<file path="config.mk">
export PLATFORM = sky130hd
export DESIGN_NAME = mips_mc_ctrl
export DESIGN_NICKNAME = d
export VERILOG_FILES = /design/src/rtl/mips_mc_ctrl.sv
export SDC_FILE = /design/constraint.sdc
export NUM_CORES = 1
export LEC_CHECK = 0
export ABC_AREA = 1
export CAP_MARGIN = 20
export CORE_MARGIN = 5
export CORE_UTILIZATION = 35
export DETAILED_ROUTE_END_ITERATION = 6
export SKIP_CTS_REPAIR_TIMING = 1
export SYNTH_ARGS = -nofsm -noshare
export SYNTH_HDL_FRONTEND = slang
export SYNTH_SLANG_ARGS = --single-unit
</file>
<file path="constraint.sdc">
create_clock -name i_clk -period 1.7 [get_ports i_clk]
set_input_delay 0.17 -clock i_clk [delete_from_list [all_inputs] [get_ports i_clk]]
set_output_delay 0.17 -clock i_clk [all_outputs]
set_load 0.02 [all_outputs]
</file>
<file path="src/rtl/mips_mc_ctrl.sv">
// Multicycle MIPS main control FSM: sequences fetch/decode/execute/memory/writeback and drives all datapath selects, strobes and alu_op.
// Latency: outputs are combinational from the state register (FETCH ir_write/pc_write also follow i_mem_ready); illegal_op/mem_timeout are one-cycle registered pulses.
// Backpressure: FETCH, MEMRD and MEMWR hold until i_mem_ready; a watchdog aborts to FETCH after TIMEOUT_CYCLES wait cycles (0 disables it).
//
// Ports: i_clk, i_rst_n (async active-low), i_opcode (IR[31:26], sampled in DECODE), i_mem_ready;
//        strobes o_pc_write/o_branch/o_ir_write/o_mem_read/o_mem_write/o_reg_write (forced 0 in reset);
//        selects o_iord/o_mem_to_reg/o_reg_dst/o_alu_src_a/o_alu_src_b/o_pc_source; o_alu_op;
//        pulses o_illegal_op/o_mem_timeout; o_state for debug.
// Optional feature: define MIPS_MC_JUMP_EN to build the JUMP state; otherwise opcode 000010 is illegal.
module mips_mc_ctrl #(
    parameter int unsigned TIMEOUT_CYCLES = 255
) (
    input  logic       i_clk,
    input  logic       i_rst_n,
    input  logic [5:0] i_opcode,
    input  logic       i_mem_ready,
    output logic       o_pc_write,
    output logic       o_branch,
    output logic       o_ir_write,
    output logic       o_mem_read,
    output logic       o_mem_write,
    output logic       o_reg_write,
    output logic       o_iord,
    output logic       o_mem_to_reg,
    output logic       o_reg_dst,
    output logic       o_alu_src_a,
    output logic [1:0] o_alu_src_b,
    output logic [1:0] o_pc_source,
    output logic [1:0] o_alu_op,
    output logic       o_illegal_op,
    output logic       o_mem_timeout,
    output logic [3:0] o_state
);

    typedef enum logic [3:0] {
        S_FETCH  = 4'd0,
        S_DECODE = 4'd1,
        S_MEMADR = 4'd2,
        S_MEMRD  = 4'd3,
        S_MEMWB  = 4'd4,
        S_MEMWR  = 4'd5,
        S_EXEC   = 4'd6,
        S_ALUWB  = 4'd7,
        S_BRANCH = 4'd8,
        S_ADDIEX = 4'd9,
        S_ADDIWB = 4'd10,
        S_JUMP   = 4'd11
    } state_t;

    localparam logic [5:0] OP_RTYPE = 6'b000000;
    localparam logic [5:0] OP_BEQ   = 6'b000100;
    localparam logic [5:0] OP_ADDI  = 6'b001000;
    localparam logic [5:0] OP_LW    = 6'b100011;
    localparam logic [5:0] OP_SW    = 6'b101011;
`ifdef MIPS_MC_JUMP_EN
    localparam logic [5:0] OP_J     = 6'b000010;
`endif

    // Abort fires on the cycle whose wait would make the count reach TIMEOUT_CYCLES.
    localparam logic [7:0] WD_LAST = 8'(TIMEOUT_CYCLES - 1);
    localparam bit         WD_EN   = (TIMEOUT_CYCLES != 0);

    state_t     r_state;
    logic [7:0] r_cnt;
    logic       r_is_sw;
    logic       r_illegal;
    logic       r_timeout;

    state_t     w_next;
    logic       w_wait;
    logic       w_abort;
    logic       w_illegal;
    logic       w_pcw, w_br, w_irw, w_mr, w_mw, w_rw;
    logic       w_iord, w_m2r, w_rdst, w_asa;
    logic [1:0] w_asb, w_psrc, w_aop;

    always_comb begin
        w_next    = r_state;
        w_wait    = 1'b0;
        w_illegal = 1'b0;
        w_pcw     = 1'b0;
        w_br      = 1'b0;
        w_irw     = 1'b0;
        w_mr      = 1'b0;
        w_mw      = 1'b0;
        w_rw      = 1'b0;
        w_iord    = 1'b0;
        w_m2r     = 1'b0;
        w_rdst    = 1'b0;
        w_asa     = 1'b0;
        w_asb     = 2'b00;
        w_psrc    = 2'b00;
        w_aop     = 2'b00;
        case (r_state)
            S_FETCH: begin
                w_mr   = 1'b1;
                w_asb  = 2'b01;
                w_irw  = i_mem_ready;
                w_pcw  = i_mem_ready;
                w_wait = 1'b1;
                if (i_mem_ready) w_next = S_DECODE;
            end
            S_DECODE: begin
                w_asb = 2'b11;
                case (i_opcode)
                    OP_LW, OP_SW: w_next = S_MEMADR;
                    OP_RTYPE:     w_next = S_EXEC;
                    OP_BEQ:       w_next = S_BRANCH;
                    OP_ADDI:      w_next = S_ADDIEX;
`ifdef MIPS_MC_JUMP_EN
                    OP_J:         w_next = S_JUMP;
`endif
                    default: begin
                        w_next    = S_FETCH;
                        w_illegal = 1'b1;
                    end
                endcase
            end
            S_MEMADR: begin
                w_asa  = 1'b1;
                w_asb  = 2'b10;
                w_next = r_is_sw ? S_MEMWR : S_MEMRD;
            end
            S_MEMRD: begin
                w_iord = 1'b1;
                w_mr   = 1'b1;
                w_wait = 1'b1;
                if (i_mem_ready) w_next = S_MEMWB;
            end
            S_MEMWB: begin
                w_m2r  = 1'b1;
                w_rw   = 1'b1;
                w_next = S_FETCH;
            end
            S_MEMWR: begin
                w_iord = 1'b1;
                w_mw   = 1'b1;
                w_wait = 1'b1;
                if (i_mem_ready) w_next = S_FETCH;
            end
            S_EXEC: begin
                w_asa  = 1'b1;
                w_aop  = 2'b10;
                w_next = S_ALUWB;
            end
            S_ALUWB: begin
                w_rdst = 1'b1;
                w_rw   = 1'b1;
                w_next = S_FETCH;
            end
            S_BRANCH: begin
                w_asa  = 1'b1;
                w_aop  = 2'b01;
                w_psrc = 2'b01;
                w_br   = 1'b1;
                w_next = S_FETCH;
            end
            S_ADDIEX: begin
                w_asa  = 1'b1;
                w_asb  = 2'b10;
                w_next = S_ADDIWB;
            end
            S_ADDIWB: begin
                w_rw   = 1'b1;
                w_next = S_FETCH;
            end
`ifdef MIPS_MC_JUMP_EN
            S_JUMP: begin
                w_psrc = 2'b10;
                w_pcw  = 1'b1;
                w_next = S_FETCH;
            end
`endif
            default: w_next = S_FETCH;
        endcase

        // Ready on the limit cycle wins because the abort requires !i_mem_ready.
        w_abort = WD_EN && w_wait && !i_mem_ready && (r_cnt == WD_LAST);
        if (w_abort) w_next = S_FETCH;
    end

    always_ff @(posedge i_clk or negedge i_rst_n) begin
        if (!i_rst_n) begin
            r_state   <= S_FETCH;
            r_cnt     <= 8'd0;
            r_is_sw   <= 1'b0;
            r_illegal <= 1'b0;
            r_timeout <= 1'b0;
        end else begin
            r_state   <= w_next;
            r_illegal <= w_illegal;
            r_timeout <= w_abort;
            if (r_state == S_DECODE) r_is_sw <= (i_opcode == OP_SW);
            // Any state change (or a FETCH self-abort) is an entry: restart the wait count.
            if (w_abort || (w_next != r_state))
                r_cnt <= 8'd0;
            else if (w_wait && !i_mem_ready && (r_cnt != 8'hFF))
                r_cnt <= r_cnt + 8'd1;
        end
    end

    // Strobes are squashed while reset is held; selects already show FETCH values then.
    assign o_pc_write    = w_pcw & i_rst_n;
    assign o_branch      = w_br  & i_rst_n;
    assign o_ir_write    = w_irw & i_rst_n;
    assign o_mem_read    = w_mr  & i_rst_n;
    assign o_mem_write   = w_mw  & i_rst_n;
    assign o_reg_write   = w_rw  & i_rst_n;
    assign o_iord        = w_iord;
    assign o_mem_to_reg  = w_m2r;
    assign o_reg_dst     = w_rdst;
    assign o_alu_src_a   = w_asa;
    assign o_alu_src_b   = w_asb;
    assign o_pc_source   = w_psrc;
    assign o_alu_op      = w_aop;
    assign o_illegal_op  = r_illegal;
    assign o_mem_timeout = r_timeout;
    assign o_state       = r_state;

endmodule
</file>
Word-level counts from Yosys, hierarchy flattened
Index checks and enable logic that the tools add are counted.
{ "op_classes": {"add_sub_neg": 1, "n_reduce_logical": 16, "eq_ne": 17, "mux": 24, "bitwise_logic": 5} }
{ "ops": {"columns": ["operator", "n"], "rows": [
  ["one-hot mux 4 bit (7 select lines)", 1],
  ["== test 4 x 3 -> 1 bit, second input constant", 4],
  ["two-way mux 4 bit", 4],
  ["two-way mux 8 bit", 2],
  ["one-hot mux 4 bit (4 select lines)", 1],
  ["two-way mux 1 bit", 13],
  ["== test 4 bit, second input constant", 3],
  ["== test 6 bit, second input constant", 2],
  ["adder 8 x 1 -> 8 bit, second input constant", 1],
  ["== test 4 x 2 -> 1 bit, second input constant", 2],
  ["== test 8 bit, second input constant", 1],
  ["!= test 8 bit, second input constant", 1],
  ["OR reduction 2 bit", 4],
  ["== test 6 x 3 -> 1 bit, second input constant", 1],
  ["== test 6 x 4 -> 1 bit, second input constant", 1],
  ["zero test 6 bit", 1],
  ["one-hot mux 2 bit (3 select lines)", 1],
  ["OR reduction 3 bit", 2],
  ["bitwise AND 1 bit", 5],
  ["OR reduction 5 bit", 1],
  ["== test 4 x 1 -> 1 bit, second input constant", 1],
  ["zero test 4 bit", 1],
  ["!= test 4 bit", 1],
  ["one-hot mux 2 bit (2 select lines)", 1],
  ["6 further kinds", 8]
]} }
{ "word_totals": {"in_bits": 9, "word_cells": 68, "ff_bits": 15, "out_inout_bits": 22} }

Logic depth before layout (Yosys ltp)
Gate-level depths: netlist (run 1).
{ "logic_depth": {"depth_word": 9, "depth_mapped": 12, "depth_no_buf": 11} }

Worst setup path before layout (run 1)
Ideal clock, no wire load.
{ "synth_path": {"kind": "register to register", "start": "register r_state[0] (netlist: o_state[0])", "end": "register r_cnt[0]", "arrival_time_ns": 1.727, "n_path_buf": 0, "path_stages_with_launch": 10, "required_ns": 1.619, "synth_period_minus_slack_ns": 1.807, "path_slack_ns": -0.107, "setup_ns": 0.081, "path_cell_list": "dfrtp_1 inv_2 nand2_1 nor2_1 a21oi_2 nand3b_2 nand2_2 nand2_1 nand3_4 nor3_2"} }
{ "synth_between": {"elab_chain_cells": 9, "word_cells_on_any_way": 21, "cone_classes": "eq/ne (7); mux (7); reduce/logical (7)"} }
{ "synth_rtl": {"columns": ["element", "line_no", "source"], "rows": [
  ["from (decl)", "63", "state_t r_state;"],
  ["from (signal assigned)", "190", "r_state <= w_next;"],
  ["== test 4 x 3 -> 1 bit, or another cell as far along", "94", "case (r_state)"],
  ["OR reduction 3 bit (no line)", null, null],
  ["two-way mux 1 bit", "94", null],
  ["logical AND 1 bit", "178, 197", null],
  ["logical AND 1 bit", "178", "w_abort = WD_EN && w_wait && !i_mem_ready && (r_cnt == WD_LAST);"],
  ["two-way mux 4 bit", "179", "if (w_abort) w_next = S_FETCH;"],
  ["!= test 4 bit", "195", "if (w_abort || (w_next != r_state))"],
  ["logical OR 1 bit", "195", null],
  ["two-way mux 8 bit or nonzero test 2 bit (tied branches)", null, null],
  ["to (signal assigned)", "198", "r_cnt <= r_cnt + 8'd1;"],
  ["to (decl)", "64", "logic [7:0] r_cnt;"]
]} }
Parallel ways exist; a longest one is shown, timed or not.
A chain may end at the register's enable or synchronous reset.

Worst setup path after layout (run 1)
{ "layout_path": {"start": "register r_state[1] (netlist: o_state[1])", "end": "register r_cnt[5]"} }
Same word-level chain as after synthesis.

==> results of run 1 <==
[metal layers]
layer	GRT usage (%)	wire, um	vias to the layer above
met5	0	0	-
met4	3.40	7	0
met3	2.59	88	2
met2	24.0	1860	21
met1	17.4	1480	616
li1	-	-	668
[per-stage QoR]
step / worst slack [ns] / TNS (ns) / util (%)
after global routing: -0.254 / -2.31 / 57.0
final: -0.149 / -1.14 / 57.0
after global placement: -0.124 / -1.21 / 51.0
after detailed placement: -0.136 / -1.46 / 51.0
after CTS: -0.413 / -5.83 / 51.7
after floorplan: 0.00348 / 0 / -
[sequential cells by signal, indices dropped and copies added, names as in the netlist]
| signal | count |
|---|---|
| r_is_sw | 1 |
| o_illegal_op | 1 |
| o_state | 4 |
| o_mem_timeout | 1 |
| r_cnt | 8 |
[cells in the final DEF (no fill, tap or decap), drive strengths merged]
master | Yosys | layout
conb | 1 | 1
dfrtp | 15 | 15
nor4 | 1 | 1
nand2 | 35 | 35
nor3 | 10 | 10
nand3b | 2 | 2
clkdlybuf4s50 | 0 | 13
dlymetal6s2s | 0 | 6
o22ai | 1 | 1
nand3 | 19 | 19
nor2 | 32 | 32
inv | 25 | 25
clkbuf | 0 | 11
buf | 5 | 46
xnor2 | 4 | 4
nand4 | 2 | 2
o21ai | 4 | 4
xor2 | 3 | 3
ha | 2 | 2
or2 | 2 | 2
a21oi | 5 | 5
[worst max path at each step]
stage               slack [ns]           to  cells past startpoint  startpoint
finish                   -0.15     r_cnt[5]                     11  o_state[1]
global route             -0.25     r_cnt[3]                      9  o_state[2]
CTS                      -0.41  o_reg_write                      6  o_state[1]
detailed placement       -0.14     r_cnt[5]                     10  o_state[1]
global placement         -0.12     o_branch                      4     i_rst_n
floorplan                0.003     r_cnt[0]                      9  o_state[0]
[area by class of cell]
type	instances	area share (%)
flip-flops and latches	15	18.6
clock buffers	4	1.29
inverters	25	4.84
well taps	48	2.94
multi-input cells	123	42.5
repair buffers	72	29.9
[power breakdown]
| part | total, mW | internal, mW | switching (mW) |
|---|---|---|---|
| Sequential | 0.488 | 0.416 | 0.0717 |
| Combinational | 2.15 | 1.04 | 1.11 |
| Clock | 0.199 | 0.0908 | 0.108 |
| Total | 2.84 | 1.55 | 1.29 |
[logic make-up after synthesis]
logic type | after synthesis
AO/OA/AOI/OAI | 10
AND/OR/NAND/NOR | 103
XOR/XNOR | 7
adder cells (fa/ha/maj) | 2
flip-flops | 15
buffers and inverters | 30
other | 1
==> reports/qor.csv, run 1 <==
metric,value,unit
r2r_slack,-0.15,ns
crit_buf_inv,2,
ys_warn_count,0,
hold_path.class,in -> async,
yosysTopAreaCellShare,29.5,%
reg2reg_depth,11,
clk_pin_slew,0.09,ns
placed_area,0.00182,mm^2
layout-drive-gt1-share,47.7,%
cts_tree,built,
routabilityCongestion,0.863,
synthSimpleGateAreaFrac,48.2,%
numCtsBuffers,3,
r2r_end,r_cnt[5],
clk_latency,0.27,ns
finalSetupViolations,9,
clock_skew,0.00411,ns
crit_required,1.90,ns
grt_antenna_before_repair,0,
htree_levels,1,
area_growth_syn_to_layout,60.4,%
die_h,70.3,um
first_pass_iters,4,
cts_buffer_depth,2,
syn_area_per_cell,7.57,um^2
overflow,0,
syn-cell-area,0.00127,mm^2
cp-end-kind,flip-flop,
ys_seq_area_share,29.5,%
core.rowCount,22,
synth_xor_area_share,4.82,%
synthMostInstantiatedCell,nor2_1,
fin_hold_ws,0.308,ns
grt_max_degree,12,
drv_slew,0,
ios,31,
synth_compound_area_share,4.62,%
dp_hpwl,2680,um
grt_pass1_wl,5710,um
cts_num_sinks,15,
ys.flop_type,dfrtp_1,
fin_cells,287,
failed_checks,setup timing,
multiInputGateArea,867,um^2
crit_fanout,8,
cp_slowest_stage_delay,0.45,ns
synth_top_family_by_area,simple AND/OR/NAND/NOR gates,
period_share,109,%
nFillCells,329,
finalHoldViolCount,0,
synth_seq_cells,15,
max_freq,0.541,GHz
synth.area.mux_share,0,%
groute.usage.overall,13.8,%
antennaDiodeCount,0,
synth_cells,168,
r2r_start,o_state[1],
synthTopCellsByCount,"nor2_1 (27), nand2_1 (22), inv_1 (21), dfrtp_1 (15), nand3_1 (14)",
crit_arrival,2.05,ns
setup_slack,-0.149,ns
drt_wl_total,3440,um
fin_crit,1.85,ns
synth_edf_count,0,
core_area,0.00358,mm^2
crit_type,reg -> reg,
num_vias,1307,
fin_area,0.00204,mm^2
rsz0062_at_grt,true,
path_cells,"buf_6, buf_6, nor2_4, nand2_4, nand3_4, nand3_4, nand2_2, nand2_2, nand2_2, nand3_4, nor3_2",
async_reset_ff_share,100,%
startpoint_type,flip-flop,
die_area,0.00494,mm^2
status,finished with violations,
syn-num-nets,179,
antenna_left,0,
dp.cells,272,
die_w,70.3,um
vias_per_cell,4.55,
crit_family,simple AND/OR/NAND/NOR gates,
cts_root_buffer,clkbuf_4,
yosys.area.top_type,dfrtp_1,
total_power,2.84,mW
layout.nets,251,
io_buffers,29,
routedWlPerCell,12.0,um
max_cap_viol_count,0,
grt_pass1_vias,1327,
drc,0,
synth_area_leaders,"dfrtp_1 (29%), nor2_1 (8.0%), nand3_4 (6.9%)",
powerDensity,1390,mW/mm^2
yosys.cell_types.count,26,
drt_iter0_drc,30,
slowest_stage,dfrtp_2,
seqCellArea,379,um^2
synthAdderAreaFrac,1.97,%
ir_drop,0.650,mV
p_leak,1.07,nW
start_util,35.6,%
(Power assumes the default switching activity.)
==> inputs of run 2 (changes only) <==
--- a/config.mk
+++ b/config.mk
@@ -7,9 +7,13 @@
 export LEC_CHECK = 0
 export ABC_AREA = 1
 export CAP_MARGIN = 20
+export CELL_PAD_IN_SITES_DETAIL_PLACEMENT = 2
+export CELL_PAD_IN_SITES_GLOBAL_PLACEMENT = 2
 export CORE_MARGIN = 5
-export CORE_UTILIZATION = 35
+export CORE_UTILIZATION = 25
 export DETAILED_ROUTE_END_ITERATION = 6
+export HOLD_SLACK_MARGIN = 0.06
+export PLACE_DENSITY_LB_ADDON = 0.1
 export SKIP_CTS_REPAIR_TIMING = 1
 export SYNTH_ARGS = -nofsm -noshare
 export SYNTH_HDL_FRONTEND = slang
==> reports/qor.csv, run 2 (synthesis results as in run 1) <==
metric,value,unit
vias_per_cell,4.42,
core.rowCount,26,
drv_slew,0,
die_area,0.00662,mm^2
startpoint_type,flip-flop,
fin_hold_ws,0.279,ns
grt_antenna_before_repair,0,
antennaDiodeCount,0,
status,finished with violations,
largest_reg_flops,8,
timing.critical_path.from,o_state[2],
ios,31,
rsz0062_at_grt,true,
antenna_left,0,
crit_arrival,2.12,ns
layout_commonest_cell,buf_4,
cts_num_sinks,15,
finalHoldViolCount,0,
ir_drop,0.558,mV
max_freq,0.515,GHz
r2r_start,o_state[2],
core_area,0.00501,mm^2
hold_path.class,in -> async,
numCtsBuffers,3,
num_vias,1433,
die_w,81.3,um
period_share,114,%
layout.nets,266,
grt_max_degree,12,
grt_pass1_vias,1535,
first_pass_iters,2,
cts_root_buffer,clkbuf_8,
max_cap_viol_count,0,
path_cells,"buf_12, nor2_4, buf_6, nand2_4, nand3_4, nand3_4, nand2_2, nand2_2, nand2_2, nand3_4, nor3_2",
finalSetupViolations,13,
cts_tree,built,
fin_crit,1.94,ns
fin_cells,324,
cts_buffer_depth,2,
overflow,0,
p_leak,1.16,nW
drc,0,
groute.usage.overall,14.7,%
crit_family,simple AND/OR/NAND/NOR gates,
cp_slowest_stage_delay,0.45,ns
dp.cells,302,
grt_pass1_wl,7360,um
final_cell_mix,"buf_4 (52), inv_1 (19), nor2_1 (18)",
cp-end-kind,flip-flop,
clk_latency,0.25,ns
drt_iter0_drc,28,
clock_skew,0.00581,ns
area_growth_syn_to_layout,78.1,%
dp_slack,-0.180,ns
dp_hpwl,3800,um
setup_slack,-0.240,ns
layout-drive-gt1-share,55.5,%
clk_pin_slew,0.07,ns
largest-register,r_cnt,
start_util,25.4,%
crit_fanout,8,
routabilityCongestion,0.763,
slowest_stage,dfrtp_2,
powerDensity,1410,mW/mm^2
die_h,81.3,um
io_buffers,29,
crit_required,1.87,ns
routedWlPerCell,17.4,um
fin_setup_tns,-1.72,ns
htree_levels,1,
crit_type,reg -> reg,
utilization,45.2,%
failed_checks,setup timing,
crit_buf_inv,2,
drt_wl_total,5640,um
==> run 2: final timing paths <==
path | to | slack [ns] | depth (start not counted)
min in group i_clk | r_is_sw | 0.61 | 2
max reg2reg | r_cnt[7] | -0.24 | 11
max in group asynchronous | o_state[3] | 1.24 | 3
min | r_cnt[0] | 0.28 | 2
max | r_cnt[7] | -0.24 | 11
min reg2reg | r_is_sw | 0.61 | 2
==> run 2: layout make-up <==
class / instances / area (um^2)
well taps: 70 / 87.6
flip-flops and latches: 15 / 380
multi-input cells: 123 / 913
fillers: 576 / 2740
inverters: 25 / 98.8
repair buffers: 87 / 741
clock buffers: 4 / 45.0
==> run 2: through the flow <==
step	power [mW]	cell area (um^2)
5_1_grt	3.39	2270
3_5_place_dp	2.38	1910
6_report	3.19	2270
4_1_cts	2.71	1960
3_3_place_gp	2.31	1910
2_1_floorplan	1.49	1270
==> run 2: report_power, final <==
group,switching [mW],internal [mW]
Sequential,0.0931,0.417
Clock,0.148,0.166
Combinational,1.28,1.08
==> run 2: layer usage <==
layer,up-vias,part of all wire [%],global-route usage [%]
met2,22,58,29.1
met3,4,2.4,2.44
met4,0,0.78,3.55
met1,710,39,15.9
li1,697,-,-
met5,-,0,0
==> inputs of run 3 (changes only) <==
--- a/config.mk
+++ b/config.mk
@@ -6,11 +6,12 @@
 export NUM_CORES = 1
 export LEC_CHECK = 0
 export ABC_AREA = 1
-export CAP_MARGIN = 20
+export CAP_MARGIN = 25
 export CELL_PAD_IN_SITES_DETAIL_PLACEMENT = 2
 export CELL_PAD_IN_SITES_GLOBAL_PLACEMENT = 2
-export CORE_MARGIN = 5
+export CORE_MARGIN = 2
 export CORE_UTILIZATION = 25
+export CTS_CLUSTER_DIAMETER = 60
 export DETAILED_ROUTE_END_ITERATION = 6
 export HOLD_SLACK_MARGIN = 0.06
 export PLACE_DENSITY_LB_ADDON = 0.1
==> reports/qor.csv, run 3 (synthesis results as in run 1) <==
metric,value,unit
clk_latency,0.25,ns
cp-end-kind,flip-flop,
layout_commonest_cell,buf_4,
power.share.clock,10.6,%
drt_iter0_drc,52,
max_cap_viol_count,0,
dp_slack,-0.245,ns
cp_slowest_stage_delay,0.45,ns
drt_wl_total,5000,um
grt_pass1_vias,1435,
layout.nets,251,
dp.cells,292,
drv_slew,0,
status,finished with violations,
powerDensity,1380,mW/mm^2
comb_power_share,72.1,%
startpoint_type,flip-flop,
overflow,0,
crit_arrival,2.08,ns
utilization,43.2,%
cts_buffer_depth,2,
crit_family,simple AND/OR/NAND/NOR gates,
max_freq,0.525,GHz
core.rowCount,25,
routabilityCongestion,0.832,
ios,31,
ir_drop,0.432,mV
first_pass_iters,3,
slowest_stage,dfrtp_2,
layout-drive-gt1-share,45.6,%
fin_cells,306,
crit_fanout,8,
vias_per_cell,4.45,
finalSetupViolations,8,
antenna_left,0,
cts_num_sinks,15,
start_util,26.4,%
die_area,0.00568,mm^2
largest-register,r_cnt,
clock_skew,0.00280,ns
fin_hold_ws,0.457,ns
drc,0,
routedWlPerCell,16.3,um
grt_pass1_wl,7200,um
io_buffers,29,
clk_pin_slew,0.07,ns
largest_reg_flops,8,
final_cell_mix,"buf_4 (41), nor2_1 (24), inv_1 (21)",
path_cells,"buf_6, nor2_4, nand2_2, buf_6, nand3_4, nand3_4, nand2_4, nand2_2, nand2_2, nand3_4, nor3_4",
num_vias,1361,
core_area,0.00482,mm^2
area_growth_syn_to_layout,63.4,%
crit_type,reg -> reg,
total_power,2.86,mW
setup_slack,-0.204,ns
cts_tree,built,
die_h,75.3,um
fin_crit,1.90,ns
htree_levels,1,
dp_hpwl,3810,um
p_leak,1.09,nW
failed_checks,setup timing,
crit_buf_inv,2,
finalHoldViolCount,0,
hold_path.class,in -> async,
period_share,112,%
rsz0062_at_grt,true,
p_sw_share,48.4,%
crit_required,1.87,ns
fin_area,0.00208,mm^2
p_sw,1.38,mW
die_w,75.3,um
grt_antenna_before_repair,0,
grt_max_degree,16,
cts_root_buffer,clkbuf_8,
groute.usage.overall,17.0,%
numCtsBuffers,3,
antennaDiodeCount,0,
fin_setup_tns,-1.33,ns
placed_area,0.00186,mm^2
power_frac_seq,17.3,%
p_int,1.48,mW
[run 3: changes by cell type in the layout (fill, tap and decap cells not counted), sizes merged]
| cell | change |
|---|---|
| buf | -19 |
| clkbuf | +1 |
| clkdlybuf4s50 | +1 |
| dlymetal6s2s | +2 |
[run 3: worst paths after layout]
kind                       startpoint          to  cells after the start  slack [ns]
setup / recovery           o_state[3]    r_cnt[2]                     11       -0.20
hold / removal                i_rst_n  o_state[0]                      3        0.46
setup reg to reg           o_state[3]    r_cnt[2]                     11       -0.20
hold reg to reg              r_cnt[7]    r_cnt[7]                      2        0.61
max in group asynchronous     i_rst_n  o_state[3]                      3        1.03
min in group i_clk           r_cnt[7]    r_cnt[7]                      2        0.61
[run 3: layer usage]
metal  vias to the layer above  wire, um  global-route usage (%)
li1                        669         -                       -
met1                       672      2160                    21.9
met2                        18      2700                    30.4
met3                         2       102                    2.38
met4                         0        27                    3.51
met5                         -         0                       0
[run 3: final cells by class]
cell class,count,area [um^2]
Fill cell,561,2740
Timing Repair Buffer,72,612
Inverter,25,96.3
Tap cell,67,83.8
Clock buffer,4,45.0
Sequential cell,15,380
Multi-Input combinational cell,123,862
[run 3: worst reg2reg max path, cell delays in order (launching register included)]
cell	delay, ns
dfrtp_2	0.45
buf_6	0.14
nor2_4	0.15
nand2_2	0.09
buf_6	0.12
nand3_4	0.09
nand3_4	0.13
nand2_4	0.11
nand2_2	0.06
nand2_2	0.09
nand3_4	0.18
nor3_4	0.23
[run 3: power by group through the flow]
stage	Combinational (mW)	Clock, mW	Sequential (mW)
final	2.06	0.302	0.496
after global routing	2.22	0.328	0.502
after CTS	1.80	0.314	0.491
after detailed placement	1.80	0	0.496
after global placement	1.73	0	0.491
after floorplan	0.974	0	0.518
